--- src/rtl/multicycle_control_unit_if.sv ---
// Control bus between the multicycle control FSM and its datapath.
// Widths follow the controller parameters; state is a debug view of the FSM.
interface multicycle_control_unit_if #(
   parameter int OPCODE_W = 6,
   parameter int ALUOP_W  = 2,
   parameter int CNT_W    = 32
);
   logic [OPCODE_W-1:0] opcode;
   // mem_ready: sampled only in FETCH/MEMRD/MEMWR; a high value completes the
   // access held by the controller that cycle, low stretches it by one cycle.
   logic                mem_ready;
   logic                pc_write;
   logic                pc_write_cond;
   logic                i_or_d;
   logic                mem_read;
   logic                mem_write;
   logic                ir_write;
   logic                mem_to_reg;
   logic                reg_dst;
   logic                reg_write;
   logic                alu_src_a;
   logic [1:0]          alu_src_b;
   logic [ALUOP_W-1:0]  alu_op;
   logic [1:0]          pc_source;
   logic [CNT_W-1:0]    retired;
   logic                illegal;
   logic [3:0]          state;

   modport master (
      input  opcode, mem_ready,
      output pc_write, pc_write_cond, i_or_d, mem_read, mem_write, ir_write,
             mem_to_reg, reg_dst, reg_write, alu_src_a, alu_src_b, alu_op,
             pc_source, retired, illegal, state
   );

   modport slave (
      output opcode, mem_ready,
      input  pc_write, pc_write_cond, i_or_d, mem_read, mem_write, ir_write,
             mem_to_reg, reg_dst, reg_write, alu_src_a, alu_src_b, alu_op,
             pc_source, retired, illegal, state
   );
endinterface

--- src/rtl/multicycle_control_unit.sv ---
// Multicycle MIPS control FSM with memory wait handshake and retire counter.
// Optional macro ILLEGAL_TRAP_EN: unknown opcodes trap instead of acting as NOP.
module multicycle_control_unit #(
   parameter int OPCODE_W = 6,
   parameter int ALUOP_W  = 2,
   parameter int CNT_W    = 32
) (
   input logic                    clk,
   input logic                    reset,
   multicycle_control_unit_if.master bus
);
   localparam logic [3:0] S_FETCH    = 4'd0;
   localparam logic [3:0] S_DECODE   = 4'd1;
   localparam logic [3:0] S_MEMADR   = 4'd2;
   localparam logic [3:0] S_MEMRD    = 4'd3;
   localparam logic [3:0] S_MEMWB    = 4'd4;
   localparam logic [3:0] S_MEMWR    = 4'd5;
   localparam logic [3:0] S_RTYPE_EX = 4'd6;
   localparam logic [3:0] S_RTYPE_WB = 4'd7;
   localparam logic [3:0] S_BEQ      = 4'd8;
   localparam logic [3:0] S_ADDI_EX  = 4'd9;
   localparam logic [3:0] S_ADDI_WB  = 4'd10;
   localparam logic [3:0] S_JUMP     = 4'd11;
   localparam logic [3:0] S_TRAP     = 4'd12;

   localparam logic [OPCODE_W-1:0] OP_RTYPE = OPCODE_W'(6'b000000);
   localparam logic [OPCODE_W-1:0] OP_LW    = OPCODE_W'(6'b100011);
   localparam logic [OPCODE_W-1:0] OP_SW    = OPCODE_W'(6'b101011);
   localparam logic [OPCODE_W-1:0] OP_BEQ   = OPCODE_W'(6'b000100);
   localparam logic [OPCODE_W-1:0] OP_ADDI  = OPCODE_W'(6'b001000);
   localparam logic [OPCODE_W-1:0] OP_J     = OPCODE_W'(6'b000010);

   localparam logic [ALUOP_W-1:0] ALU_ADD   = ALUOP_W'(2'b00);
   localparam logic [ALUOP_W-1:0] ALU_SUB   = ALUOP_W'(2'b01);
   localparam logic [ALUOP_W-1:0] ALU_FUNCT = ALUOP_W'(2'b10);

   logic [3:0]          state;
   logic [3:0]          state_next;
   logic [OPCODE_W-1:0] op_q;
   logic                retire;
   logic [CNT_W-1:0]    retired_q;

   always_comb begin
      state_next = state;
      retire     = 1'b0;
      case (state)
         S_FETCH:    if (bus.mem_ready) state_next = S_DECODE;
         S_DECODE: begin
            if (bus.opcode == OP_RTYPE)                          state_next = S_RTYPE_EX;
            else if (bus.opcode == OP_LW || bus.opcode == OP_SW) state_next = S_MEMADR;
            else if (bus.opcode == OP_BEQ)                       state_next = S_BEQ;
            else if (bus.opcode == OP_ADDI)                      state_next = S_ADDI_EX;
            else if (bus.opcode == OP_J)                         state_next = S_JUMP;
            else begin
`ifdef ILLEGAL_TRAP_EN
               state_next = S_TRAP;
`else
               state_next = S_FETCH;
               retire     = 1'b1;
`endif
            end
         end
         // Only lw/sw reach MEMADR, so the latched opcode picks read vs write.
         S_MEMADR:   state_next = (op_q == OP_SW) ? S_MEMWR : S_MEMRD;
         S_MEMRD:    if (bus.mem_ready) state_next = S_MEMWB;
         S_MEMWB: begin
            state_next = S_FETCH;
            retire     = 1'b1;
         end
         S_MEMWR: begin
            if (bus.mem_ready) begin
               state_next = S_FETCH;
               retire     = 1'b1;
            end
         end
         S_RTYPE_EX: state_next = S_RTYPE_WB;
         S_ADDI_EX:  state_next = S_ADDI_WB;
         S_RTYPE_WB, S_ADDI_WB, S_BEQ, S_JUMP: begin
            state_next = S_FETCH;
            retire     = 1'b1;
         end
         S_TRAP:     state_next = S_TRAP;
         default:    state_next = S_FETCH;
      endcase
   end

   always_ff @(posedge clk) begin
      if (reset) begin
         state     <= S_FETCH;
         op_q      <= '0;
         retired_q <= '0;
      end else begin
         state <= state_next;
         if (state == S_DECODE) op_q <= bus.opcode;
         if (retire) retired_q <= retired_q + CNT_W'(1);
      end
   end

   always_comb begin
      bus.pc_write      = 1'b0;
      bus.pc_write_cond = 1'b0;
      bus.i_or_d        = 1'b0;
      bus.mem_read      = 1'b0;
      bus.mem_write     = 1'b0;
      bus.ir_write      = 1'b0;
      bus.mem_to_reg    = 1'b0;
      bus.reg_dst       = 1'b0;
      bus.reg_write     = 1'b0;
      bus.alu_src_a     = 1'b0;
      bus.alu_src_b     = 2'b00;
      bus.alu_op        = ALU_ADD;
      bus.pc_source     = 2'b00;
      case (state)
         S_FETCH: begin
            bus.mem_read  = 1'b1;
            bus.alu_src_b = 2'b01;
            // No PC/IR load while reset is held, even though FETCH is showing.
            if (bus.mem_ready && !reset) begin
               bus.ir_write = 1'b1;
               bus.pc_write = 1'b1;
            end
         end
         S_DECODE:   bus.alu_src_b = 2'b11;
         S_MEMADR, S_ADDI_EX: begin
            bus.alu_src_a = 1'b1;
            bus.alu_src_b = 2'b10;
         end
         S_MEMRD: begin
            bus.mem_read = 1'b1;
            bus.i_or_d   = 1'b1;
         end
         S_MEMWB: begin
            bus.reg_write  = 1'b1;
            bus.mem_to_reg = 1'b1;
         end
         S_MEMWR: begin
            bus.mem_write = 1'b1;
            bus.i_or_d    = 1'b1;
         end
         S_RTYPE_EX: begin
            bus.alu_src_a = 1'b1;
            bus.alu_op    = ALU_FUNCT;
         end
         S_RTYPE_WB: begin
            bus.reg_write = 1'b1;
            bus.reg_dst   = 1'b1;
         end
         S_BEQ: begin
            bus.alu_src_a     = 1'b1;
            bus.alu_op        = ALU_SUB;
            bus.pc_write_cond = 1'b1;
            bus.pc_source     = 2'b01;
         end
         S_ADDI_WB:  bus.reg_write = 1'b1;
         S_JUMP: begin
            bus.pc_write  = 1'b1;
            bus.pc_source = 2'b10;
         end
         default: ;
      endcase
   end

`ifdef ILLEGAL_TRAP_EN
   assign bus.illegal = (state == S_TRAP);
`else
   assign bus.illegal = 1'b0;
`endif
   assign bus.retired = retired_q;
   assign bus.state   = state;
endmodule

--- src/flat_wrapper.sv ---
// flat-port wrapper written by rule: the top's interface ports become plain ports
module multicycle_control_unit_flat 
#(
   parameter int OPCODE_W = 6,
   parameter int ALUOP_W  = 2,
   parameter int CNT_W    = 32
)
  (clk, reset, bus_opcode, bus_mem_ready, bus_pc_write, bus_pc_write_cond, bus_i_or_d, bus_mem_read, bus_mem_write, bus_ir_write, bus_mem_to_reg, bus_reg_dst, bus_reg_write, bus_alu_src_a, bus_alu_src_b, bus_alu_op, bus_pc_source, bus_retired, bus_illegal, bus_state);
  multicycle_control_unit_if #(.OPCODE_W(OPCODE_W), .ALUOP_W(ALUOP_W), .CNT_W(CNT_W)) bus_i ();
  input logic clk;
  input logic reset;
  input wire logic [$bits(bus_i.opcode)-1:0] bus_opcode;
  input wire logic [$bits(bus_i.mem_ready)-1:0] bus_mem_ready;
  output wire logic [$bits(bus_i.pc_write)-1:0] bus_pc_write;
  output wire logic [$bits(bus_i.pc_write_cond)-1:0] bus_pc_write_cond;
  output wire logic [$bits(bus_i.i_or_d)-1:0] bus_i_or_d;
  output wire logic [$bits(bus_i.mem_read)-1:0] bus_mem_read;
  output wire logic [$bits(bus_i.mem_write)-1:0] bus_mem_write;
  output wire logic [$bits(bus_i.ir_write)-1:0] bus_ir_write;
  output wire logic [$bits(bus_i.mem_to_reg)-1:0] bus_mem_to_reg;
  output wire logic [$bits(bus_i.reg_dst)-1:0] bus_reg_dst;
  output wire logic [$bits(bus_i.reg_write)-1:0] bus_reg_write;
  output wire logic [$bits(bus_i.alu_src_a)-1:0] bus_alu_src_a;
  output wire logic [$bits(bus_i.alu_src_b)-1:0] bus_alu_src_b;
  output wire logic [$bits(bus_i.alu_op)-1:0] bus_alu_op;
  output wire logic [$bits(bus_i.pc_source)-1:0] bus_pc_source;
  output wire logic [$bits(bus_i.retired)-1:0] bus_retired;
  output wire logic [$bits(bus_i.illegal)-1:0] bus_illegal;
  output wire logic [$bits(bus_i.state)-1:0] bus_state;
  assign bus_i.opcode = bus_opcode;
  assign bus_i.mem_ready = bus_mem_ready;
  assign bus_pc_write = bus_i.pc_write;
  assign bus_pc_write_cond = bus_i.pc_write_cond;
  assign bus_i_or_d = bus_i.i_or_d;
  assign bus_mem_read = bus_i.mem_read;
  assign bus_mem_write = bus_i.mem_write;
  assign bus_ir_write = bus_i.ir_write;
  assign bus_mem_to_reg = bus_i.mem_to_reg;
  assign bus_reg_dst = bus_i.reg_dst;
  assign bus_reg_write = bus_i.reg_write;
  assign bus_alu_src_a = bus_i.alu_src_a;
  assign bus_alu_src_b = bus_i.alu_src_b;
  assign bus_alu_op = bus_i.alu_op;
  assign bus_pc_source = bus_i.pc_source;
  assign bus_retired = bus_i.retired;
  assign bus_illegal = bus_i.illegal;
  assign bus_state = bus_i.state;
  multicycle_control_unit #(.OPCODE_W(OPCODE_W), .ALUOP_W(ALUOP_W), .CNT_W(CNT_W)) u_core (.clk(clk), .reset(reset), .bus(bus_i));
endmodule
--- config.mk ---
export PLATFORM = sky130hd
export DESIGN_NAME = multicycle_control_unit_flat
export DESIGN_NICKNAME = d
export VERILOG_FILES = /design/src/rtl/multicycle_control_unit_if.sv /design/src/rtl/multicycle_control_unit.sv /design/src/flat_wrapper.sv
export SDC_FILE = /design/constraint.sdc
export NUM_CORES = 1
export LEC_CHECK = 0
export ABC_CLOCK_PERIOD_IN_PS = 1950
export BUFFER_PORTS_ARGS = -buffer_cell sky130_fd_sc_hd__buf_4
export CAP_MARGIN = 20
export CORE_MARGIN = 5
export CORE_UTILIZATION = 40
export CTS_CLUSTER_DIAMETER = 200
export DETAILED_ROUTE_END_ITERATION = 16
export PLACE_DENSITY = 0.73
export SLEW_MARGIN = 20
export SYNTH_ARGS = -nofsm -noshare
export SYNTH_HDL_FRONTEND = slang
export SYNTH_SLANG_ARGS = --single-unit
--- constraint.sdc ---
create_clock -name clk -period 1.95 [get_ports clk]
set_input_delay 0.0975 -clock clk [delete_from_list [all_inputs] [get_ports clk]]
set_output_delay 0.0975 -clock clk [all_outputs]
set_load 0.01 [all_outputs]
==> metrics.md <==
| Metric | Value |
|---|---|
| Outcome | completed |
| Met3 Use GR | 0.0445 |
| Die Ht | 87.2 um |
| RR Endpoint | u_core.bus.retired[28]$_SDFFE_PP0P_ |
| Largest net degree at the start of global routing | 47 |
| Startpoint type of the worst setup path | register |
| Setup Crit Path Kind | reg -> reg |
| Clk buf depth | 2 |
| Cell row count | 28 |
| Seq/Total Area, Yosys | 0.352 |
| M1 GR Usage | 0.235 |
| Synth top area share | 0.352 |
| Area occupied by multi-input gates | 1460 sq um |
| IO Count | 62 |
| Layout area overhead | 38.3% |
| Fin. Hold Viols | 0 |
| Syn nets | 329 |
| Post-layout minimum cycle time | 1.82 ns |
| Unique masters post-synth | 46 |
| Nets@finish | 416 |
| Max Freq | 0.550 GHz |
| Yosys warnings | 0 |
| Hold_sp | bus_opcode[4] |
| Worst Max-Slew Pin Slew | 0.479 ns |
| Clock sinks | 42 |
| Post-synth top flop | dfxtp_1 |
| PortBufs | 60 |
| Post-synth EDFFs | 0 |
| DP HPWL | 4740 um |
| Max Slew Vio Count | 0 |
| RSZ-0062 raised after global routing | yes |
| Core footprint | 5850 sq um |
| Mean post-synth cell area | 7.48 sq um |
| Gr ovfl total | 0 |
| Clk_lat worst skew | 0.29 ns |
| CTS tree | done |
| Synth top area cells | dfxtp_1 35%, a21oi_1 8.6%, or3_1 5.8%, nand2_1 5.0%, o21ai_1 4.4% |
| Mapped Cells | 319 |
| Clk pwr share | 0.387 |
| Max rail drop VDD | 0.351 mV |
| Max_cap viols | 0 |
| Root buffer selected by CTS | clkbuf_8 |
| Area after DPL | 3130 sq um |
| Top-count cell post-synth | dfxtp_1 |
| Routed WL | 6470 um |
| TritonCTS buffer count | 5 |
| H-tree levels | 2 |
| Critical Path Slowest Stage Cell | mux2_1 |
| Synthesized area | 2390 sq um |
| Post-synth top cells | 42 x dfxtp_1, 41 x a21oi_1, 32 x nand2_1, 25 x nor2_1, 22 x or3_1 |
| GRT Total Usage | 0.177 |
| Fillcell total | 529 |
| WP data arrival | 2.00 ns |
| Register area | 850 sq um |
| Starting Density | 0.408 |
| Vias/cell | 5.37 |
| WHS Endpoint | u_core.op_q[4]$_SDFFE_PP0P_ |
| Internal Power | 1.38 mW |
| GR Util met2 | 0.286 |
| Most used routing layer in global routing | met2 |
| Routed wire length per instance | 13.5 um |
| Family with the most delay on the worst path | simple AND/OR/NAND/NOR gates |
| Seq cells post-synth | 42 |
| Synth area leader | dfxtp_1 |
| Die area | 7610 sq um |
| First-pass GRT wire length | 11000 um |
| Setup TNS | 0 ns |
| Critical Path Most Common Cell | nand4_1 |
| CP max FO | 6 |
| Ys async rst share | 0 |
| RD Place Congestion | 0.876 |
| Leak pwr | 1.29 nW |
| Worst stage delay on the critical path | 0.34 ns |
| Sw frac | 0.239 |
| Chip width | 87.2 um |
| # setup viols final | 0 |
| Worst path required time | 2.13 ns |
| Overall power | 1.81 mW |
| Crit path cell chain | nand4_1 > nor4_4 > nand4_1 > a21oi_1 > mux2_1 |
| Reg2Reg Depth | 5 |
| Iter 0 DRT Violations | 192 |
| CP Capture Type | register |
| Clk_skew | 0.00684 ns |
| HP Class | in -> reg |
| CTS hold repair buffers | 0 |
| Flop pwr share | 0.486 |
| Remaining DRCs | 0 |
| R2R setup slack | 0.13 ns |
| Combinational group share of total power | 0.127 |
| Diodes inserted | 0 |
| Initial antenna violation count | 0 |
| P_sw | 0.433 mW |
| Ratio of cells with drive above 1 in the final layout | 0.313 |
| Hold path cells | 3 |
| Worst-path clk slew | 0.07 ns |
| Remaining antenna violation count | 0 |
| Power per cell area | 548 nW/um^2 |
| Buf/Inv on CP | 0 |
| Fin crit share | 0.933 |
| Pre-Repair DR Iteration Count | 4 |
| Total vias in the final route | 2584 |
| Final instance area | 3300 sq um |
| Slew headroom | 0.672 |
| RR Startpoint | u_core.bus.retired[13]$_SDFFE_PP0P_ |
| Vias in the first global route | 2500 |
## what timing repair did
item / in CTS / in global routing
setup buffers: 0 / 4
gates resized for setup: 0 / 11
setup endpoints to repair: 0 / 8
## through the flow
stage	setup WS [ns]	utilization	std cells	hold WS [ns]
after floorplan	0.00993	-	319	0.233
after detailed placement	0.0591	0.535	470	0.383
final	0.131	0.564	481	0.0792
after global placement	0.115	0.535	470	0.379
after CTS	0.0675	0.554	477	0.0708
after global routing	-0.0252	0.564	481	0.0774
## worst max-delay path by stage
stage                                              from                                   to  slack (ns)  cells past startpoint
floorplan            u_core.bus.retired[7]$_SDFFE_PP0P_  u_core.bus.retired[30]$_SDFFE_PP0P_        0.01                      5
global placement    u_core.bus.retired[13]$_SDFFE_PP0P_  u_core.bus.retired[30]$_SDFFE_PP0P_        0.12                      5
detailed placement     u_core.bus.state[0]$_SDFFE_PP0P_  u_core.bus.retired[16]$_SDFFE_PP0P_        0.06                      6
CTS                    u_core.bus.state[0]$_SDFFE_PP0P_  u_core.bus.retired[16]$_SDFFE_PP0P_        0.07                      6
global route        u_core.bus.retired[12]$_SDFFE_PP0P_  u_core.bus.retired[28]$_SDFFE_PP0P_       -0.03                      5
finish              u_core.bus.retired[13]$_SDFFE_PP0P_  u_core.bus.retired[28]$_SDFFE_PP0P_        0.13                      5
## flip-flops by register name, indices dropped and copies added, names as in the netlist
| signal | flops |
|---|---|
| u_core.bus.state | 4 |
| u_core.bus.retired | 32 |
| u_core.op_q | 6 |
## power groups by stage
stage	logic (mW)	registers (mW)	clock network, mW
after floorplan	0.126	0.903	0
after global placement	0.225	0.900	0
after detailed placement	0.229	0.901	0
after CTS	0.230	0.881	0.717
after global routing	0.256	0.882	0.760
final	0.230	0.880	0.699
## cells by family after synthesis
kind of cell / after synthesis / share of synthesized area
compound gates: 87 / 0.207
xor+xnor: 2 / 0.00734
fa+ha+maj: 1 / 0.00524
buf+inv: 26 / 0.0467
flops: 42 / 0.352
mux: 9 / 0.0414
other cells: 1 / 0.00157
simple gates: 151 / 0.339
## placed cells by master, fill, tap and decap left out, types with 2 or more instances in the layout
cell and count:
or4_1 3, xor2_1 2, nor4_1 4, nor3_1 11, or2_2 3, clkbuf_8 6
and3_1 2, o31ai_1 4, nand3_1 15, nor3b_1 2, nand2_1 32, nor2_1 23
inv_1 5, mux2i_1 2, nor2_2 2, nand2b_1 4, buf_4 99, nor2b_1 8
nand4_1 13, o21ai_1 22, or3_1 22, dfxtp_2 4, o21ai_0 8, dfxtp_1 37
mux2_1 6, a21oi_1 40
## layer usage
metal / vias to the layer above / part of all wire
met1: 1172 / 0.47
li1: 1343 / -
met2: 67 / 0.46
met5: - / 0
met4: 0 / 0.0022
met3: 2 / 0.068
## area by class of cell
| type | count | area share |
|---|---|---|
| inverters | 6 | 0.00682 |
| multi-input cells | 251 | 0.442 |
| clock buffers | 6 | 0.0250 |
| well taps | 75 | 0.0284 |
| repair buffers | 100 | 0.231 |
| flip-flops and latches | 42 | 0.257 |
| clock inverters | 1 | 0.00910 |
## worst reg2reg max path: stages (launching register included)
cell     delay (ns)
dfxtp_1        0.33
nand4_1        0.23
nor4_4         0.25
nand4_1        0.28
a21oi_1        0.28
mux2_1         0.34
No activity file was read; power rests on OpenSTA's default activity.
